==> src/rtl/fp_sqrt_seq.sv <==
// ============================================================================
// Module      : fp_sqrt_seq
// Description : Sequential IEEE-754 single-precision square root, one root
//               bit per cycle (restoring algorithm), truncated result.
// Revision    : 1.0 - initial release
// ============================================================================
`default_nettype none

module fp_sqrt_seq (
    input  logic        clk,
    input  logic        rst_n,
    input  logic        start,
    input  logic [31:0] data_i,
    output logic [31:0] data_o,
    output logic        busy,
    output logic        done,
    output logic        invalid
);

    typedef enum logic [1:0] {
        IDLE = 2'd0,
        CALC = 2'd1,
        DONE = 2'd2
    } state_t;

    localparam logic [4:0]  C_LAST_ITER = 5'd23;
    localparam logic [31:0] C_QNAN      = 32'h7FC0_0000;
    localparam logic [31:0] C_POS_INF   = 32'h7F80_0000;

    state_t      state_q;
    logic [47:0] rad_q;
    logic [25:0] rem_q;
    logic [23:0] root_q;
    logic [7:0]  exp_q;
    logic [4:0]  cnt_q;
    logic [31:0] data_o_q;
    logic        busy_q;
    logic        done_q;
    logic        invalid_q;

    logic        op_sign;
    logic [7:0]  op_exp;
    logic [22:0] op_man;
    logic        is_special;
    logic [31:0] spec_data;
    logic        spec_inv;
    logic [47:0] rad_init;
    logic [7:0]  res_exp;

    logic [27:0] rem_shift;
    logic [27:0] trial;
    logic        trial_ge;
    logic [25:0] rem_d;
    logic [23:0] root_d;

    assign op_sign = data_i[31];
    assign op_exp  = data_i[30:23];
    assign op_man  = data_i[22:0];

    // Odd biased exponent means an even unbiased exponent, so the mantissa
    // sits one bit lower in the radicand; (exp+127)>>1 covers both parities.
    assign rad_init = op_exp[0] ? {2'b01, op_man, 23'b0} : {1'b1, op_man, 24'b0};
    assign res_exp  = 8'(({1'b0, op_exp} + 9'd127) >> 1);

    always_comb begin
        is_special = 1'b1;
        spec_data  = 32'h0000_0000;
        spec_inv   = 1'b0;
        if (op_exp == 8'h00) begin
            spec_data = (op_man == 23'd0) ? data_i : 32'h0000_0000;
        end else if (op_exp == 8'hFF) begin
            if ((op_man == 23'd0) && !op_sign) begin
                spec_data = C_POS_INF;
            end else begin
                spec_data = C_QNAN;
                spec_inv  = 1'b1;
            end
        end else if (op_sign) begin
            spec_data = C_QNAN;
            spec_inv  = 1'b1;
        end else begin
            is_special = 1'b0;
        end
    end

    assign rem_shift = {rem_q, rad_q[47:46]};
    assign trial     = {2'b00, root_q, 2'b01};
    assign trial_ge  = (rem_shift >= trial);
    assign rem_d     = trial_ge ? 26'(rem_shift - trial) : rem_shift[25:0];
    assign root_d    = {root_q[22:0], trial_ge};

    always_ff @(posedge clk) begin
        if (!rst_n) begin
            state_q   <= IDLE;
            rad_q     <= '0;
            rem_q     <= '0;
            root_q    <= '0;
            exp_q     <= '0;
            cnt_q     <= '0;
            data_o_q  <= '0;
            busy_q    <= 1'b0;
            done_q    <= 1'b0;
            invalid_q <= 1'b0;
        end else begin
            done_q <= 1'b0;
            case (state_q)
                IDLE: begin
                    if (start) begin
                        busy_q <= 1'b1;
                        if (is_special) begin
                            data_o_q  <= spec_data;
                            invalid_q <= spec_inv;
                            done_q    <= 1'b1;
                            state_q   <= DONE;
                        end else begin
                            rad_q   <= rad_init;
                            rem_q   <= '0;
                            root_q  <= '0;
                            exp_q   <= res_exp;
                            cnt_q   <= '0;
                            state_q <= CALC;
                        end
                    end
                end
                CALC: begin
                    rad_q  <= {rad_q[45:0], 2'b00};
                    rem_q  <= rem_d;
                    root_q <= root_d;
                    cnt_q  <= cnt_q + 5'd1;
                    if (cnt_q == C_LAST_ITER) begin
                        data_o_q  <= {1'b0, exp_q, root_d[22:0]};
                        invalid_q <= 1'b0;
                        done_q    <= 1'b1;
                        state_q   <= DONE;
                    end
                end
                DONE: begin
                    busy_q  <= 1'b0;
                    state_q <= IDLE;
                end
                default: begin
                    busy_q  <= 1'b0;
                    state_q <= IDLE;
                end
            endcase
        end
    end

    assign data_o  = data_o_q;
    assign busy    = busy_q;
    assign done    = done_q;
    assign invalid = invalid_q;

endmodule

`default_nettype wire
==> config.mk <==
export PLATFORM = sky130hd
export DESIGN_NAME = fp_sqrt_seq
export DESIGN_NICKNAME = d
export VERILOG_FILES = /design/src/rtl/fp_sqrt_seq.sv
export SDC_FILE = /design/constraint.sdc
export NUM_CORES = 1
export LEC_CHECK = 0
export CAP_MARGIN = 20
export CORE_ASPECT_RATIO = 1.1
export CORE_MARGIN = 2
export CORE_UTILIZATION = 30
export DETAILED_ROUTE_END_ITERATION = 8
export DONT_BUFFER_PORTS = 1
export GPL_TIMING_DRIVEN = 0
export PLACE_DENSITY = 0.54
export RECOVER_POWER = 25
export SYNTH_ARGS = -nofsm -noshare
export SYNTH_HDL_FRONTEND = slang
export SYNTH_SLANG_ARGS = --single-unit
==> constraint.sdc <==
create_clock -name clk -period 6.3 [get_ports clk]
set_input_delay 1.26 -clock clk [delete_from_list [all_inputs] [get_ports clk]]
set_output_delay 1.26 -clock clk [all_outputs]
set_load 0.1 [all_outputs]
=== Word-level counts from Yosys, hierarchy flattened ===
Index checks and enable logic that the tools add are counted.

* Flip-flop bits (word level): 148
* Bits of input ports: 35
* Output and inout port bits: 35
* Logic and storage cells: 77

* Add/sub/neg operators: 3
* Reductions and logical operators: 11
* Muxes and demuxes: 43
* Equality and inequality tests: 7
* $lt $le $gt $ge: 1
* Bitwise operators: 2

{| class="wikitable"
|+ Operators by type and width
! kind !! count
|-
| two-way mux 32 bit || 6
|-
| two-way mux 48 bit || 3
|-
| case mux 48 bit (2 select lines) || 1
|-
| two-way mux 26 bit || 3
|-
| case mux 32 bit (2 select lines) || 1
|-
| case mux 26 bit (2 select lines) || 1
|-
| two-way mux 24 bit || 2
|-
| case mux 24 bit (2 select lines) || 1
|-
| two-way mux 31 bit || 1
|-
| greater-or-equal comparator 28 x 26 -> 1 bit || 1
|-
| subtractor 26 bit || 1
|-
| zero test 23 bit || 1
|-
| two-way mux 23 bit || 1
|-
| two-way mux 1 bit || 13
|-
| two-way mux 5 bit || 2
|-
| case mux 5 bit (2 select lines) || 1
|-
| adder 8 x 7 -> 9 bit, second input constant || 1
|-
| equality test 8 bit, second input constant || 1
|-
| zero test 8 bit || 1
|-
| inequality test 2 bit, second input constant || 4
|-
| two-way mux 2 bit || 3
|-
| case mux 1 bit (2 select lines) || 3
|-
| AND reduction 3 bit || 2
|-
| adder 5 x 1 -> 5 bit, second input constant || 1
|-
| 10 further kinds || 12
|}

=== Longest topological paths before layout ===
Gate-level depths: netlist (run 1).

* Depth after elaboration: 8
* Gate-level depth with buffers: 14
* Mapped depth without buffers: 11

=== Worst setup path after synthesis (run 1) ===
OpenSTA, ideal clock, no wires.

* Path type: input -> register
* Start: input data_i[23]
* End: register exp_q[3]
* Arrival time: 3.008 ns
* Setup slack: 3.175 ns
* Required time: 6.184 ns
* Cell stages on the path: 10
* Path buffers: 3
* Setup time: 0.116 ns
* Cells stage by stage: clkbuf_1 inv_1 ha_1 nand3b_1 nand2_1 nor3_1 buf_2 buf_1 nand2_1 o211a_1

* Word-level cells in the longest chain between the ends: 5
* Elaborated cells on any way between the ends: 7
* Those cells by class: add/sub: 1; eq/ne: 1; mux: 2; bitwise: 1; reduce/logical: 2

{| class="wikitable"
|+ Ends and longest elaborated chain
! what !! line !! text
|-
| start, declared || 13 || <nowiki>input logic [31:0] data_i,</nowiki>
|-
| equality test 8 bit || 71 || <nowiki>end else if (op_exp == 8'hFF) begin</nowiki>
|-
| two-way mux 1 bit || 71 ||
|-
| two-way mux 1 bit || 69 || <nowiki>if (op_exp == 8'h00) begin</nowiki>
|-
| inverter 1 bit (no source line) || n/a ||
|-
| AND reduction 3 bit (no source line) || n/a ||
|-
| end signal, assigned || 119 || <nowiki>exp_q <= res_exp;</nowiki>
|-
| end, declared || 34 || <nowiki>logic [7:0] exp_q;</nowiki>
|}

Parallel ways exist; a longest one is shown, timed or not.
A chain may end at the register's enable or synchronous reset.

=== Worst setup path after layout (run 1) ===
* Start: input data_i[23]
* End: register data_o_q[10], in the netlist data_o[10]

* Word-level cells in the longest chain between the ends: 6
* Elaborated cells on any way between the ends: 11
* Those cells by class: eq/ne: 2; mux: 7; reduce/logical: 2

{| class="wikitable"
|+ Ends and longest elaborated chain
! what !! line !! text
|-
| equality test 8 bit || 71 ||
|-
| two-way mux 32 bit || 71 ||
|-
| two-way mux 32 bit || 69 ||
|-
| two-way mux 32 bit || 110 || <nowiki>if (is_special) begin</nowiki>
|-
| two-way mux 32 bit || 108 || <nowiki>if (start) begin</nowiki>
|-
| case mux 32 bit (2 select lines) || 106 || <nowiki>case (state_q)</nowiki>
|-
| end signal, assigned || 111 || <nowiki>data_o_q <= spec_data;</nowiki>
|-
| end signal, assigned || 131 || <nowiki>data_o_q <= {1'b0, exp_q, root_d[22:0]};</nowiki>
|-
| end, declared || 36 || <nowiki>logic [31:0] data_o_q;</nowiki>
|}

Parallel ways exist; a longest one is shown, timed or not. The select of a mux whose other input is x is not followed.

==> tab_implementation.tex, run 1 <==
\begin{tabular}{lr}
\hline
Metric & Value \\
\hline
\multicolumn{2}{l}{\textbf{Outcome}} \\
\quad Status & completed \\
\multicolumn{2}{l}{\textbf{Logic synthesis}} \\
\quad Cell count after synthesis & between 700 and 800 \\
\quad Count of distinct cell types in the synthesized netlist & 67 \\
\quad Cell Area, Synth & about 6700 sq um \\
\quad Synth top area cells & sky130\_fd\_sc\_hd\_\_dfxtp\_1 37\%, sky130\_fd\_sc\_hd\_\_ha\_1 5.6\%, sky130\_fd\_sc\_hd\_\_nor2b\_1 4.7\% \\
\quad Yosys warning count & 0 \\
\quad Sequential fraction of the synthesis area & about 37\% \\
\quad Most instantiated cells after synthesis & 125 x sky130\_fd\_sc\_hd\_\_dfxtp\_1, 83 x sky130\_fd\_sc\_hd\_\_nand2\_1, 51 x sky130\_fd\_sc\_hd\_\_nor2b\_1, 32 x sky130\_fd\_sc\_hd\_\_inv\_1 \\
\quad Leading area contributor after synthesis & sky130\_fd\_sc\_hd\_\_dfxtp\_1 \\
\quad Number of enable flip-flop cells after synthesis & 0 \\
\quad Most frequent cell after synthesis & sky130\_fd\_sc\_hd\_\_dfxtp\_1 \\
\quad Synth Flop Type & sky130\_fd\_sc\_hd\_\_dfxtp\_1 \\
\quad Portion of synthesized cell area occupied by the leading cell type & between 30\% and 40\% \\
\quad Share of synthesized flip-flops with an asynchronous set or reset & 0\% \\
\quad Synthesized area divided by synthesized cell count & roughly 9 sq um \\
\quad Seq cells post-synth & 125 \\
\quad Total nets after synthesis & 823 \\
\multicolumn{2}{l}{\textbf{Setup path}} \\
\quad Setup Crit Path Kind & in -> reg \\
\quad Req. time, crit path & 6660 ps \\
\quad Slowest cell delay on critical path & approximately 350 ps \\
\quad Worst setup path start & data\_i[23] \\
\quad Stages on worst setup path & 11 \\
\quad Number of buffers and inverters on the critical path & 4 \\
\quad Crit-path cells & clkbuf\_1 > inv\_1 > ha\_1 > nand3b\_1 > nand2\_1 > a21oi\_1 > or3\_1 > clkbuf\_1 > buf\_2 > nand2\_1 > a21boi\_1 \\
\quad FF-to-FF Start & root\_q[3] \\
\quad Reg-to-reg critical path endpoint & rem\_q[22] \\
\quad Crit path max-delay family & buffers and inverters \\
\quad CP endpoint & data\_o[10] \\
\quad FF-to-FF path depth & 13 \\
\quad Slack of the worst reg-to-reg path & between 3000 and 4000 ps \\
\quad Data arrival time of the critical path & between 3000 and 4000 ps \\
\quad Slowest stage cell on the critical path & sky130\_fd\_sc\_hd\_\_clkbuf\_1 \\
\quad Kind of launch point of the worst setup path & primary input \\
\quad Critical Path Sink Type & flop \\
\quad Maximum fanout along the worst path & 10 \\
\multicolumn{2}{l}{\textbf{Pwr}} \\
\quad Leakage power of the design & between 0.002 and 0.003 uW \\
\quad Maximum vdd ir drop & just under 300 uV \\
\quad PnR Total Power & between 4000 and 5000 uW \\
\quad PD cells & 577.9 nW/um\^{}2 \\
\multicolumn{2}{l}{\textbf{CTS}} \\
\quad Clock buffers created by TritonCTS & 17 \\
\quad Post-cts repair resize count & 0 \\
\quad Clock tree from TritonCTS & yes \\
\quad Number of hold buffers added after cts & 0 \\
\quad Post-CTS setup buffer count & 0 \\
\quad Clock latency on the worst-skew pair & around 430 ps \\
\quad Clock sink total & approximately 130 \\
\quad Level count of the clock H-tree & 4 \\
\quad Root Buffer Master & sky130\_fd\_sc\_hd\_\_clkbuf\_16 \\
\quad Buffers from clock root to sink, at most & 2 \\
\quad Clock transition time at the flip-flop clock pins of the worst setup and hold paths & $\sim$60 ps \\
\multicolumn{2}{l}{\textbf{Layout}} \\
\quad Number of nets in the layout & 842 \\
\quad Layout Area Growth over Synthesis & 15.28\% \\
\quad Area of all sequential standard cells & roughly 2500 sq um \\
\quad Fill count & 2329 \\
\quad Fraction of final layout cells with drive strength greater than 1 & 11.14\% \\
\quad Area occupied by multi-input gates & between 3000 and 4000 sq um \\
\quad Antenna cells & 0 \\
\multicolumn{2}{l}{\textbf{Detailed routing}} \\
\quad Wire length on met3 & slightly above 800 um \\
\quad DRT iter0 DRCs & roughly 250 \\
\quad Routed wl met2 & between 9000 and 10000 um \\
\quad Total detailed-routing wirelength & roughly 18000 um \\
\quad Routed length on met1 & between 7000 and 8000 um \\
\quad Highest metal layer used by the detailed router & met4 \\
\quad Number of DRC violations after detailed routing & 0 \\
\quad Overall via count from detail\_route & 5576 \\
\quad Average detailed-routed wire length per instance & $\sim$17 um \\
\quad Antenna Nets Post-Route & 0 \\
\quad First-pass DRT Iterations & 8 \\
\quad Via count normalized by instance count & between 5 and 6 \\
\multicolumn{2}{l}{\textbf{Timing}} \\
\quad Setup repair after global routing missed its margin & false \\
\quad Hold violation count in the final report & 0 \\
\quad Final period utilization & between 50 and 60\% \\
\quad Slack of the critical path & about 3000 ps \\
\quad Transition time at the pin with the least slew margin & around 1000 ps \\
\quad Final Skew & about 9.5 ps \\
\quad Final number of max-transition violations & 0 \\
\quad Tmin final & 3295 ps \\
\quad Achievable Freq & a little over 300 MHz \\
\quad TNS Setup & 0 ps \\
\quad Tightest slew margin relative to the limit & 30.00\% \\
\quad Count of final setup violators & 0 \\
\multicolumn{2}{l}{\textbf{Floorplanning}} \\
\quad Top-level I/O count & 70 \\
\quad Cell row count & 57 \\
\quad Core area & roughly 22000 sq um \\
\quad Vert. Die Dim & approximately 160 um \\
\quad Width of the chip & between 100 and 150 um \\
\quad Die area & between 20000 and 25000 sq um \\
\quad Effective utilization at floorplan & 30.51\% \\
\multicolumn{2}{l}{\textbf{Placement}} \\
\quad Detail Placement HPWL & around 14000 um \\
\quad Number of buffers added on ports & 0 \\
\quad Placer's final routability congestion estimate & 0.8757 \\
\quad Post-placement setup slack & 2521 ps \\
\multicolumn{2}{l}{\textbf{Global routing}} \\
\quad Vias in the first global route & between 5000 and 6000 \\
\quad Global-route wire length before repair & 29410 um \\
\quad Gr usage total & 15.58\% \\
\quad Initial antenna violation count & 0 \\
\quad Pin count of the biggest net entering global routing & 17 \\
\quad Total congestion overflow after global routing & 0 \\
\multicolumn{2}{l}{\textbf{Worst hold path}} \\
\quad HP Class & reg -> reg \\
\multicolumn{2}{l}{\textbf{Job}} \\
\quad Maxcap violations & 0 \\
\hline
\end{tabular}
## worst reg2reg max path, stage by stage (launching register included)
cell and delay, ps:
sky130_fd_sc_hd__dfxtp_1 370, sky130_fd_sc_hd__inv_1 70, sky130_fd_sc_hd__ha_1 360, sky130_fd_sc_hd__nand4_1 170, sky130_fd_sc_hd__a211oi_2 70, sky130_fd_sc_hd__nor3_4 320, sky130_fd_sc_hd__o21ai_2 140, sky130_fd_sc_hd__a2111oi_4 420
sky130_fd_sc_hd__a21oi_2 110, sky130_fd_sc_hd__o22ai_2 130, sky130_fd_sc_hd__buf_6 210, sky130_fd_sc_hd__buf_12 170, sky130_fd_sc_hd__mux2i_1 240, sky130_fd_sc_hd__o21ai_1 80
## logic make-up (layout without fill, tap and decap cells)
| group | after synthesis | in the layout | synth area share (%) |
|---|---|---|---|
| xor gates and xnor gates | 34 | 34 | 4.429 |
| DFF | 125 | 125 | 37.22 |
| buffers and inverters | 87 | 119 | 5.880 |
| adders and majority gates | 30 | 30 | 5.582 |
| muxes | 38 | 38 | 6.066 |
| AOI/OAI and AO/OA | 203 | 203 | 22.87 |
| and+or+nand+nor | 241 | 241 | 17.96 |
## layout make-up
cell class                 count  share of cell area (%)
clock buffer                  18                   5.537
clock inverter                14                   2.970
inverter                      32                   1.550
buffer                        55                   3.535
tap                          295                   4.762
multi-input combinational    546                   49.36
sequential                   125                   32.28
## through the flow
step                cell area (sq um)  std cells  utilization (%)  hold slack [ps]
CTS                              7752       1085            35.18            455.0
global route                     7751       1085            35.17            493.8
global placement                 7093       1053            32.19            437.8
finish                           7751       1085            35.17            451.4
detailed placement               7093       1053            32.19            447.0
floorplan                        6724        758                -            424.0
## flip-flops by register name (all words and copies together), names as in the netlist
name     count
done         1
rem_q       26
exp_q        8
busy         1
rad_q       25
cnt_q        5
data_o      32
invalid      1
state_q      2
root_q      24
## power by group
| part | internal (uW) | leakage, uW | switching [uW] |
|---|---|---|---|
| logic | 1080 | 0.00159 | 1290 |
| registers | 866 | 0.00101 | 131 |
| clock network | 712 | 0.000318 | 400 |
| total | 2660 | 0.00292 | 1820 |
## worst min-delay path by stage
stage / startpoint / end / depth (start not counted) / slack, ps
after floorplan: rem_q[25] / rem_q[25] / 2 / 420
after global placement: rem_q[25] / rem_q[25] / 2 / 440
after detailed placement: rem_q[25] / rem_q[25] / 2 / 450
after CTS: rem_q[25] / rem_q[25] / 2 / 450
after global routing: rem_q[25] / rem_q[25] / 2 / 490
final: rem_q[25] / rem_q[25] / 2 / 450
## per-layer routing
layer  GRT usage [%]  up-vias
met4           4.501        0
met1           17.75     2664
met3           4.040       19
met2           28.60       94
li1                -     2799
met5               0        -
## cells in the final DEF, fill, tap and decap left out, types with 13 or more instances in the layout
| cell | count |
|---|---|
| sky130_fd_sc_hd__nor3_1 | 13 |
| sky130_fd_sc_hd__xor2_1 | 18 |
| sky130_fd_sc_hd__nand2_1 | 83 |
| sky130_fd_sc_hd__mux2i_1 | 16 |
| sky130_fd_sc_hd__inv_1 | 32 |
| sky130_fd_sc_hd__buf_2 | 17 |
| sky130_fd_sc_hd__dfxtp_1 | 125 |
| sky130_fd_sc_hd__o21ai_1 | 23 |
| sky130_fd_sc_hd__clkbuf_1 | 31 |
| sky130_fd_sc_hd__ha_1 | 30 |
| sky130_fd_sc_hd__a21oi_1 | 26 |
| sky130_fd_sc_hd__a22oi_1 | 24 |
| sky130_fd_sc_hd__nor2_1 | 25 |
| sky130_fd_sc_hd__xnor2_1 | 16 |
| sky130_fd_sc_hd__o211a_1 | 14 |
| sky130_fd_sc_hd__clkbuf_16 | 17 |
| sky130_fd_sc_hd__a21boi_1 | 20 |
| sky130_fd_sc_hd__nand3_1 | 30 |
| sky130_fd_sc_hd__mux2_2 | 21 |
| sky130_fd_sc_hd__a222oi_1 | 21 |
| sky130_fd_sc_hd__o21ai_0 | 13 |
| sky130_fd_sc_hd__nor2b_1 | 51 |
No activity file was read; power rests on OpenSTA's default activity.
==> run 2: changes to the inputs <==
==> constraint.sdc (replaced) <==
create_clock -name clk -period 3.25 [get_ports clk]
set_input_delay 0.65 -clock clk [delete_from_list [all_inputs] [get_ports clk]]
set_output_delay 0.65 -clock clk [all_outputs]
set_load 0.1 [all_outputs]
==> run 2 against run 1 <==
  * Critical endpoint is now rem_q[22]
  * Critical path depth increased by 2
  * The run now ends with design-rule violations left
  * Design area unchanged
  * Clock skew increased by 0.79 ps
  * Largest power group unchanged
==> tab_implementation.tex, run 2 (same netlist as run 1, synthesis figures left out) <==
\begin{tabular}{lr}
\hline
Metric & Value \\
\hline
\multicolumn{2}{l}{\textbf{Timing}} \\
\quad Worst hold slack & 392.3 ps (-59.09 ps) \\
\quad Final Skew & 10.34 ps (+0.7944 ps) \\
\quad Tmin final & roughly 2900 ps \\
\quad Tightest slew margin relative to the limit & 30.00\% (unchanged) \\
\quad TNS Setup & 0 ps (unchanged) \\
\quad Hold violation count in the final report & 0 (unchanged) \\
\quad Transition time at the pin with the least slew margin & 1049 ps (-0.0002086 ps) \\
\quad Achievable Freq & around 350 MHz \\
\quad Final number of max-transition violations & 0 (unchanged) \\
\quad Setup repair after global routing missed its margin & false \\
\quad Count of final setup violators & 0 (unchanged) \\
\quad Final period utilization & roughly nine tenths \\
\multicolumn{2}{l}{\textbf{Detailed routing}} \\
\quad Antenna Nets Post-Route & 0 (unchanged) \\
\quad Total detailed-routing wirelength & 18070 um (+0.13\%) \\
\quad Via count normalized by instance count & 5.121 (-0.36\%) \\
\quad Overall via count from detail\_route & 5556 (-0.36\%) \\
\quad Number of DRC violations after detailed routing & 3 (+3) \\
\quad First-pass DRT Iterations & 9 (+1) \\
\quad DRT iter0 DRCs & 242 (-2.4\%) \\
\quad Average detailed-routed wire length per instance & 16.66 um (+0.13\%) \\
\multicolumn{2}{l}{\textbf{Setup path}} \\
\quad Critical Path Sink Type & flop \\
\quad FF-to-FF path depth & 13 (unchanged) \\
\quad Data arrival time of the critical path & 3160 ps (-490 ps) \\
\quad FF-to-FF Start & root\_q[3] \\
\quad Number of buffers and inverters on the critical path & 3 (-1) \\
\quad Crit path max-delay family & compound AO/OA/AOI/OAI gates \\
\quad Setup Crit Path Kind & reg -> reg \\
\quad Slowest cell delay on critical path & 370 ps (+20 ps) \\
\quad Maximum fanout along the worst path & 10 (unchanged) \\
\quad Req. time, crit path & 3540 ps (-3120 ps) \\
\quad Reg-to-reg critical path endpoint & rem\_q[22] \\
\quad Slowest stage cell on the critical path & sky130\_fd\_sc\_hd\_\_dfxtp\_1 \\
\quad Crit-path cells & inv\_1 > ha\_1 > nand4\_1 > a211oi\_2 > nor3\_4 > o21ai\_2 > a2111oi\_4 > a21oi\_2 > o22ai\_2 > buf\_6 > buf\_12 > mux2i\_1 > o21ai\_1 \\
\quad Slack of the worst reg-to-reg path & 390 ps (-2930 ps) \\
\quad Kind of launch point of the worst setup path & flop \\
\multicolumn{2}{l}{\textbf{Layout}} \\
\quad Area of all sequential standard cells & 2502 sq um (unchanged) \\
\quad Fraction of final layout cells with drive strength greater than 1 & 11.14\% (unchanged) \\
\quad Most frequent standard cell in the layout excluding fill and tap cells & sky130\_fd\_sc\_hd\_\_dfxtp\_1 \\
\quad Number of nets in the layout & 842 (unchanged) \\
\quad Antenna cells & 0 (unchanged) \\
\quad Area occupied by multi-input gates & 3826 sq um (unchanged) \\
\quad Max reg flops & 32 (unchanged) \\
\quad Layout Area Growth over Synthesis & 15.28\% (unchanged) \\
\quad Fill count & 2329 (unchanged) \\
\quad Highest-count cells in the layout ignoring fill and taps & 125 x sky130\_fd\_sc\_hd\_\_dfxtp\_1, 83 x sky130\_fd\_sc\_hd\_\_nand2\_1, 51 x sky130\_fd\_sc\_hd\_\_nor2b\_1 \\
\multicolumn{2}{l}{\textbf{CTS}} \\
\quad Buffers from clock root to sink, at most & 2 (unchanged) \\
\quad Clock sink total & 125 (unchanged) \\
\quad Clock buffers created by TritonCTS & 17 (unchanged) \\
\quad Root Buffer Master & sky130\_fd\_sc\_hd\_\_clkbuf\_16 \\
\quad Clock tree from TritonCTS & yes \\
\quad Clock latency on the worst-skew pair & 430 ps (about the same) \\
\quad Level count of the clock H-tree & 4 (unchanged) \\
\quad Number of hold buffers added after cts & 0 (unchanged) \\
\quad Post-CTS setup buffer count & 0 (unchanged) \\
\quad Post-cts repair resize count & 0 (unchanged) \\
\quad Clock transition time at the flip-flop clock pins of the worst setup and hold paths & 60 ps (about the same) \\
\multicolumn{2}{l}{\textbf{Worst hold path}} \\
\quad HP Class & in -> reg \\
\quad Start point of the worst hold path & data\_i[31] \\
\quad Worst-case hold path end point & data\_o[31] \\
\quad Number of cells on the worst hold path & 2 (unchanged) \\
\multicolumn{2}{l}{\textbf{Pwr}} \\
\quad PD cells & 1117 nW/um\^{}2 (+93\%) \\
\quad Maximum vdd ir drop & 558.0 uV (+94\%) \\
\quad Leakage power of the design & 0.002920 uW (about the same) \\
\multicolumn{2}{l}{\textbf{Global routing}} \\
\quad Global-route wire length before repair & 29410 um (unchanged) \\
\quad Pin count of the biggest net entering global routing & 17 (unchanged) \\
\quad Total congestion overflow after global routing & 0 (unchanged) \\
\quad Gr usage total & 15.58\% (unchanged) \\
\quad Initial antenna violation count & 0 (unchanged) \\
\quad Vias in the first global route & 5617 (unchanged) \\
\multicolumn{2}{l}{\textbf{Floorplanning}} \\
\quad Width of the chip & 146.7 um (unchanged) \\
\quad Top-level I/O count & 70 (unchanged) \\
\quad Die area & 23630 sq um (unchanged) \\
\quad Vert. Die Dim & 161.0 um (unchanged) \\
\quad Effective utilization at floorplan & 30.51\% (unchanged) \\
\quad Core area & 22040 sq um (unchanged) \\
\quad Cell row count & 57 (unchanged) \\
\multicolumn{2}{l}{\textbf{Outcome}} \\
\quad Violations in the final reports & design-rule violations \\
\quad Status & finished, violations left \\
\multicolumn{2}{l}{\textbf{Placement}} \\
\quad Detail Placement HPWL & 13510 um (unchanged) \\
\quad Number of buffers added on ports & 0 (unchanged) \\
\quad Placer's final routability congestion estimate & 0.8757 (unchanged) \\
\multicolumn{2}{l}{\textbf{Job}} \\
\quad Maxcap violations & 0 (unchanged) \\
\hline
\end{tabular}
==> run 2: cell counts in the layout (fill, tap and decap cells not counted) <==
No cell type changed its count.
==> run 2: power by group <==
group          internal [uW]  switching [uW]
Combinational           2070            2510
Sequential              1680             253
Clock                   1380             776
Total                   5130            3540
==> run 2: worst max path at each step <==
| stage | startpoint | end | cells after the start |
|---|---|---|---|
| 5_1_grt | root_q[7] | rem_q[22] | 13 |
| 3_5_place_dp | data_i[23] | exp_q[5] | 10 |
| 3_3_place_gp | data_i[23] | exp_q[4] | 10 |
| 4_1_cts | root_q[7] | rem_q[22] | 13 |
| 6_report | root_q[3] | rem_q[22] | 13 |
| 2_1_floorplan | root_q[1] | rem_q[22] | 13 |
==> run 2: layout make-up <==
cell class	instances	area share [%]
well taps	295	4.762
multi-input cells	546	49.36
clock inverters	14	2.970
flip-flops and latches	125	32.28
clock buffers	18	5.537
inverters	32	1.550
plain buffers	55	3.535
==> run 2: metrics by stage <==
stage | power, uW | instance area (sq um) | utilization [%] | setup slack (ps) | cells
2_1_floorplan | 5665 | 6724 | - | 707.2 | 758
3_3_place_gp | 6590 | 7093 | 32.19 | 83.19 | 1053
3_5_place_dp | 6570 | 7093 | 32.19 | 81.07 | 1053
4_1_cts | 8743 | 7752 | 35.18 | 220.7 | 1085
5_1_grt | 9192 | 7751 | 35.17 | 121.3 | 1085
6_report | 8661 | 7751 | 35.17 | 389.2 | 1085
==> run 2: routing by layer <==
| layer | routed length (um) | track usage, % | vias up |
|---|---|---|---|
| li1 | - | - | 2801 |
| met1 | 7764 | 17.75 | 2644 |
| met2 | 9233 | 28.60 | 96 |
| met3 | 815 | 4.040 | 15 |
| met4 | 258 | 4.501 | 0 |
| met5 | 0 | 0 | - |
==> run 3: changes to the inputs <==
--- a/config.mk
+++ b/config.mk
@@ -5,8 +5,9 @@
 export SDC_FILE = /design/constraint.sdc
 export NUM_CORES = 1
 export LEC_CHECK = 0
+export ABC_AREA = 1
 export CAP_MARGIN = 20
-export CORE_ASPECT_RATIO = 1.1
+export CORE_ASPECT_RATIO = 0.75
 export CORE_MARGIN = 2
 export CORE_UTILIZATION = 30
 export DETAILED_ROUTE_END_ITERATION = 8
==> run 3 against run 2 <==
  * The flow now finishes without violations
  * Critical path depth decreased by 2
  * Synthesized cell count increased by 62%
  * Register-to-register slack improved by 390 ps
  * Critical path type is now in -> reg
  * Critical endpoint is now exp_q[2]
  * Largest cell class unchanged
  * Highest routed layer unchanged
==> tab_implementation.tex, run 3 <==
\begin{tabular}{lr}
\hline
Metric & Value \\
\hline
\multicolumn{2}{l}{\textbf{Outcome}} \\
\quad Status & completed \\
\multicolumn{2}{l}{\textbf{Timing}} \\
\quad Tmin final & 2671 ps (-189.4 ps) \\
\quad Setup repair after global routing missed its margin & false \\
\quad Transition time at the pin with the least slew margin & 1088 ps (+39.27 ps) \\
\quad TNS Setup & 0 ps (unchanged) \\
\quad Hold violation count in the final report & 0 (unchanged) \\
\quad Achievable Freq & 374.3 MHz (+7.1\%) \\
\quad Count of final setup violators & 0 (unchanged) \\
\quad Tightest slew margin relative to the limit & 27.38\% (-2.6 points) \\
\quad Final period utilization & 82.20\% (-5.8 points) \\
\quad Final number of max-transition violations & 0 (unchanged) \\
\quad Final Skew & 10.19 ps (-0.1453 ps) \\
\quad Slack of the critical path & 578.6 ps (+189.4 ps) \\
\multicolumn{2}{l}{\textbf{Pwr}} \\
\quad Sw Pwr & 5964 uW (+69\%) \\
\quad Combinational power share & 62.9\% (+10 points) \\
\quad P\_int & 5535 uW (+8.0\%) \\
\quad Flop pwr share & 18.5\% (-3.8 points) \\
\quad PD cells & 1295 nW/um\^{}2 (+16\%) \\
\quad Switch share & 51.87\% (+11 points) \\
\quad Maximum vdd ir drop & 682.3 uV (+22\%) \\
\quad Relative contribution of the clock network to total power & 18.6\% (-6.3 points) \\
\quad Leakage power of the design & 0.003847 uW (+32\%) \\
\multicolumn{2}{l}{\textbf{Job}} \\
\quad Maxcap violations & 0 (unchanged) \\
\multicolumn{2}{l}{\textbf{Layout}} \\
\quad Number of nets in the layout & 1310 (+56\%) \\
\quad Fraction of final layout cells with drive strength greater than 1 & 8.824\% (-2.3 points) \\
\quad Most frequent standard cell in the layout excluding fill and tap cells & sky130\_fd\_sc\_hd\_\_nand2\_1 \\
\quad Layout Area Growth over Synthesis & 13.78\% \\
\quad Antenna cells & 0 (unchanged) \\
\quad Highest-count cells in the layout ignoring fill and taps & 370 x sky130\_fd\_sc\_hd\_\_nand2\_1, 159 x sky130\_fd\_sc\_hd\_\_inv\_1, 125 x sky130\_fd\_sc\_hd\_\_dfxtp\_1 \\
\quad Max reg flops & 32 (unchanged) \\
\multicolumn{2}{l}{\textbf{Setup path}} \\
\quad Setup Crit Path Kind & in -> reg \\
\quad Data arrival time of the critical path & 2990 ps (-170 ps) \\
\quad Reg-to-reg critical path endpoint & rem\_q[18] \\
\quad FF-to-FF Start & root\_q[13] \\
\quad Slack of the worst reg-to-reg path & 780 ps (+390 ps) \\
\quad Req. time, crit path & 3570 ps (+30 ps) \\
\quad Critical Path Sink Type & flop \\
\quad Kind of launch point of the worst setup path & primary input \\
\quad Maximum fanout along the worst path & 11 (+1) \\
\quad FF-to-FF path depth & 12 (-1) \\
\multicolumn{2}{l}{\textbf{Detailed routing}} \\
\quad Average detailed-routed wire length per instance & 15.40 um (-7.5\%) \\
\quad First-pass DRT Iterations & 5 (-4) \\
\quad Number of DRC violations after detailed routing & 0 (-3) \\
\quad DRT iter0 DRCs & 589 (+140\%) \\
\quad Total detailed-routing wirelength & 24670 um (+37\%) \\
\quad Via count normalized by instance count & 4.800 (-6.3\%) \\
\quad Overall via count from detail\_route & 7690 (+38\%) \\
\quad Antenna Nets Post-Route & 0 (unchanged) \\
\multicolumn{2}{l}{\textbf{CTS}} \\
\quad Clock sink total & 125 (unchanged) \\
\quad Clock latency on the worst-skew pair & 420 ps (about the same) \\
\quad Number of hold buffers added after cts & 0 (unchanged) \\
\quad Clock buffers created by TritonCTS & 17 (unchanged) \\
\quad Post-CTS setup buffer count & 0 (unchanged) \\
\quad Buffers from clock root to sink, at most & 2 (unchanged) \\
\quad Level count of the clock H-tree & 4 (unchanged) \\
\quad Clock transition time at the flip-flop clock pins of the worst setup and hold paths & 60 ps (about the same) \\
\quad Root Buffer Master & sky130\_fd\_sc\_hd\_\_clkbuf\_16 \\
\quad Post-cts repair resize count & 0 (unchanged) \\
\quad Clock tree from TritonCTS & yes \\
\multicolumn{2}{l}{\textbf{Floorplanning}} \\
\quad Core area & 25780 sq um (+17\%) \\
\quad Width of the chip & 190.2 um (+30\%) \\
\quad Die area & 27320 sq um (+16\%) \\
\quad Top-level I/O count & 70 (unchanged) \\
\quad Effective utilization at floorplan & 30.26\% (-0.25 points) \\
\quad Vert. Die Dim & 143.7 um (-11\%) \\
\quad Cell row count & 51 (-11\%) \\
\multicolumn{2}{l}{\textbf{Logic synthesis}} \\
\quad Synth Flop Type & sky130\_fd\_sc\_hd\_\_dfxtp\_1 \\
\quad Cell count after synthesis & 1226 (+62\%) \\
\quad Synthesized area divided by synthesized cell count & 6.363 sq um (-28\%) \\
\quad Portion of synthesized cell area occupied by the leading cell type & 32.08\% (-5.1 points) \\
\quad Cell Area, Synth & 7801 sq um (+16\%) \\
\quad Count of distinct cell types in the synthesized netlist & 47 (-30\%) \\
\quad Most instantiated cells after synthesis & 370 x sky130\_fd\_sc\_hd\_\_nand2\_1, 159 x sky130\_fd\_sc\_hd\_\_inv\_1, 125 x sky130\_fd\_sc\_hd\_\_dfxtp\_1, 122 x sky130\_fd\_sc\_hd\_\_a21oi\_1, 114 x sky130\_fd\_sc\_hd\_\_nor2\_1 \\
\quad Leading area contributor after synthesis & sky130\_fd\_sc\_hd\_\_dfxtp\_1 \\
\quad Seq cells post-synth & 125 (unchanged) \\
\quad Most frequent cell after synthesis & sky130\_fd\_sc\_hd\_\_nand2\_1 \\
\quad Sequential fraction of the synthesis area & 32.08\% (-5.1 points) \\
\quad Total nets after synthesis & 1291 (+57\%) \\
\quad Synth top area cells & sky130\_fd\_sc\_hd\_\_dfxtp\_1 32\%, sky130\_fd\_sc\_hd\_\_nand2\_1 18\%, sky130\_fd\_sc\_hd\_\_a21oi\_1 7.8\% \\
\quad Yosys warning count & 0 (unchanged) \\
\quad Number of enable flip-flop cells after synthesis & 0 (unchanged) \\
\quad Share of synthesized flip-flops with an asynchronous set or reset & 0\% (unchanged) \\
\multicolumn{2}{l}{\textbf{Global routing}} \\
\quad Pin count of the biggest net entering global routing & 17 (unchanged) \\
\quad Gr usage total & 18.58\% (+3.0 points) \\
\quad Global-route wire length before repair & 39170 um (+33\%) \\
\quad Initial antenna violation count & 0 (unchanged) \\
\quad Vias in the first global route & 7006 (+25\%) \\
\quad Total congestion overflow after global routing & 0 (unchanged) \\
\multicolumn{2}{l}{\textbf{Placement}} \\
\quad Detail Placement HPWL & 19550 um (+45\%) \\
\quad Number of buffers added on ports & 0 (unchanged) \\
\quad Post-placement setup slack & 385.9 ps (+304.8 ps) \\
\quad Placer's final routability congestion estimate & 0.8871 (+1.3\%) \\
\multicolumn{2}{l}{\textbf{Worst hold path}} \\
\quad Number of cells on the worst hold path & 2 (unchanged) \\
\quad Start point of the worst hold path & data\_i[0] \\
\quad Worst-case hold path end point & rad\_q[23] \\
\quad HP Class & in -> reg \\
\hline
\end{tabular}
run 3: cell types whose count changed after synthesis, sizes merged, moves of 27 or more:
cell / previous run / this run
nand2: 83 / 383
inv: 32 / 161
a21oi: 27 / 141
nor2: 26 / 121
nor2b: 51 / 0
nand3: 30 / 68
nand4: 8 / 35
run 3: cells by family (layout without fill, tap and decap cells):
kind of cell / after synthesis / after routing / share of synthesized area [%]
buffers and inverters: 219 / 251 / 11.68
flip-flops: 125 / 125 / 32.08
AND/OR/NAND/NOR: 629 / 629 / 34.72
XOR/XNOR: 16 / 16 / 1.796
AO/OA/AOI/OAI: 207 / 207 / 14.92
adder cells (fa/ha/maj): 30 / 30 / 4.812
run 3: critical path, stage by stage:
cell,delay [ps]
sky130_fd_sc_hd__inv_1,30
sky130_fd_sc_hd__clkbuf_1,290
sky130_fd_sc_hd__ha_1,320
sky130_fd_sc_hd__nand3_1,80
sky130_fd_sc_hd__nor2_1,100
sky130_fd_sc_hd__inv_2,60
sky130_fd_sc_hd__nand3_1,200
sky130_fd_sc_hd__nor2_1,510
sky130_fd_sc_hd__clkbuf_1,440
sky130_fd_sc_hd__nand3_1,170
sky130_fd_sc_hd__o211a_1,140
run 3: metal layers:
layer	vias to the layer above	part of all wire, %	track usage, %
met2	197	37	25.16
met4	0	0.48	2.978
met3	10	6.1	4.444
met5	-	0	0
met1	3531	56	29.32
li1	3952	-	-
run 3: layout make-up:
| type | count | area [sq um] |
|---|---|---|
| Fill cell | 2869 | 16900 |
| Inverter | 163 | 615.6 |
| Clock buffer | 18 | 439.2 |
| Clock inverter | 14 | 216.5 |
| Multi-Input combinational cell | 882 | 4378 |
| Sequential cell | 125 | 2502 |
| Tap cell | 344 | 430.4 |
| Buffer | 56 | 294.0 |
run 3: how the worst max path moves through the flow:
stage,from,end,slack [ps],cells past startpoint
3_3_place_gp,data_i[23],data_o[4],450,11
2_1_floorplan,data_i[23],rad_q[32],1020,13
3_5_place_dp,data_i[23],data_o[3],390,11
6_report,data_i[23],exp_q[2],580,11
4_1_cts,data_i[23],data_o[3],820,11
5_1_grt,data_i[23],data_o[7],400,11
run 3: power by group through the flow:
stage / sequential, uW / clock [uW] / combinational (uW)
floorplan: 2100 / 0 / 5410
global placement: 2160 / 0 / 7090
detailed placement: 2160 / 0 / 7140
CTS: 2130 / 2160 / 7160
global route: 2150 / 2230 / 8120
finish: 2130 / 2140 / 7230
run 3: per-stage QoR:
stage	utilization, %	total power, uW	area (sq um)	hold WS (ps)	instances
after floorplan	-	7511	7801	440.1	1226
after global placement	31.93	9245	8232	450.2	1570
after detailed placement	31.93	9300	8232	454.1	1570
after CTS	34.47	11450	8887	377.4	1602
after global routing	34.43	12500	8876	392.5	1602
final	34.43	11500	8876	393.7	1602
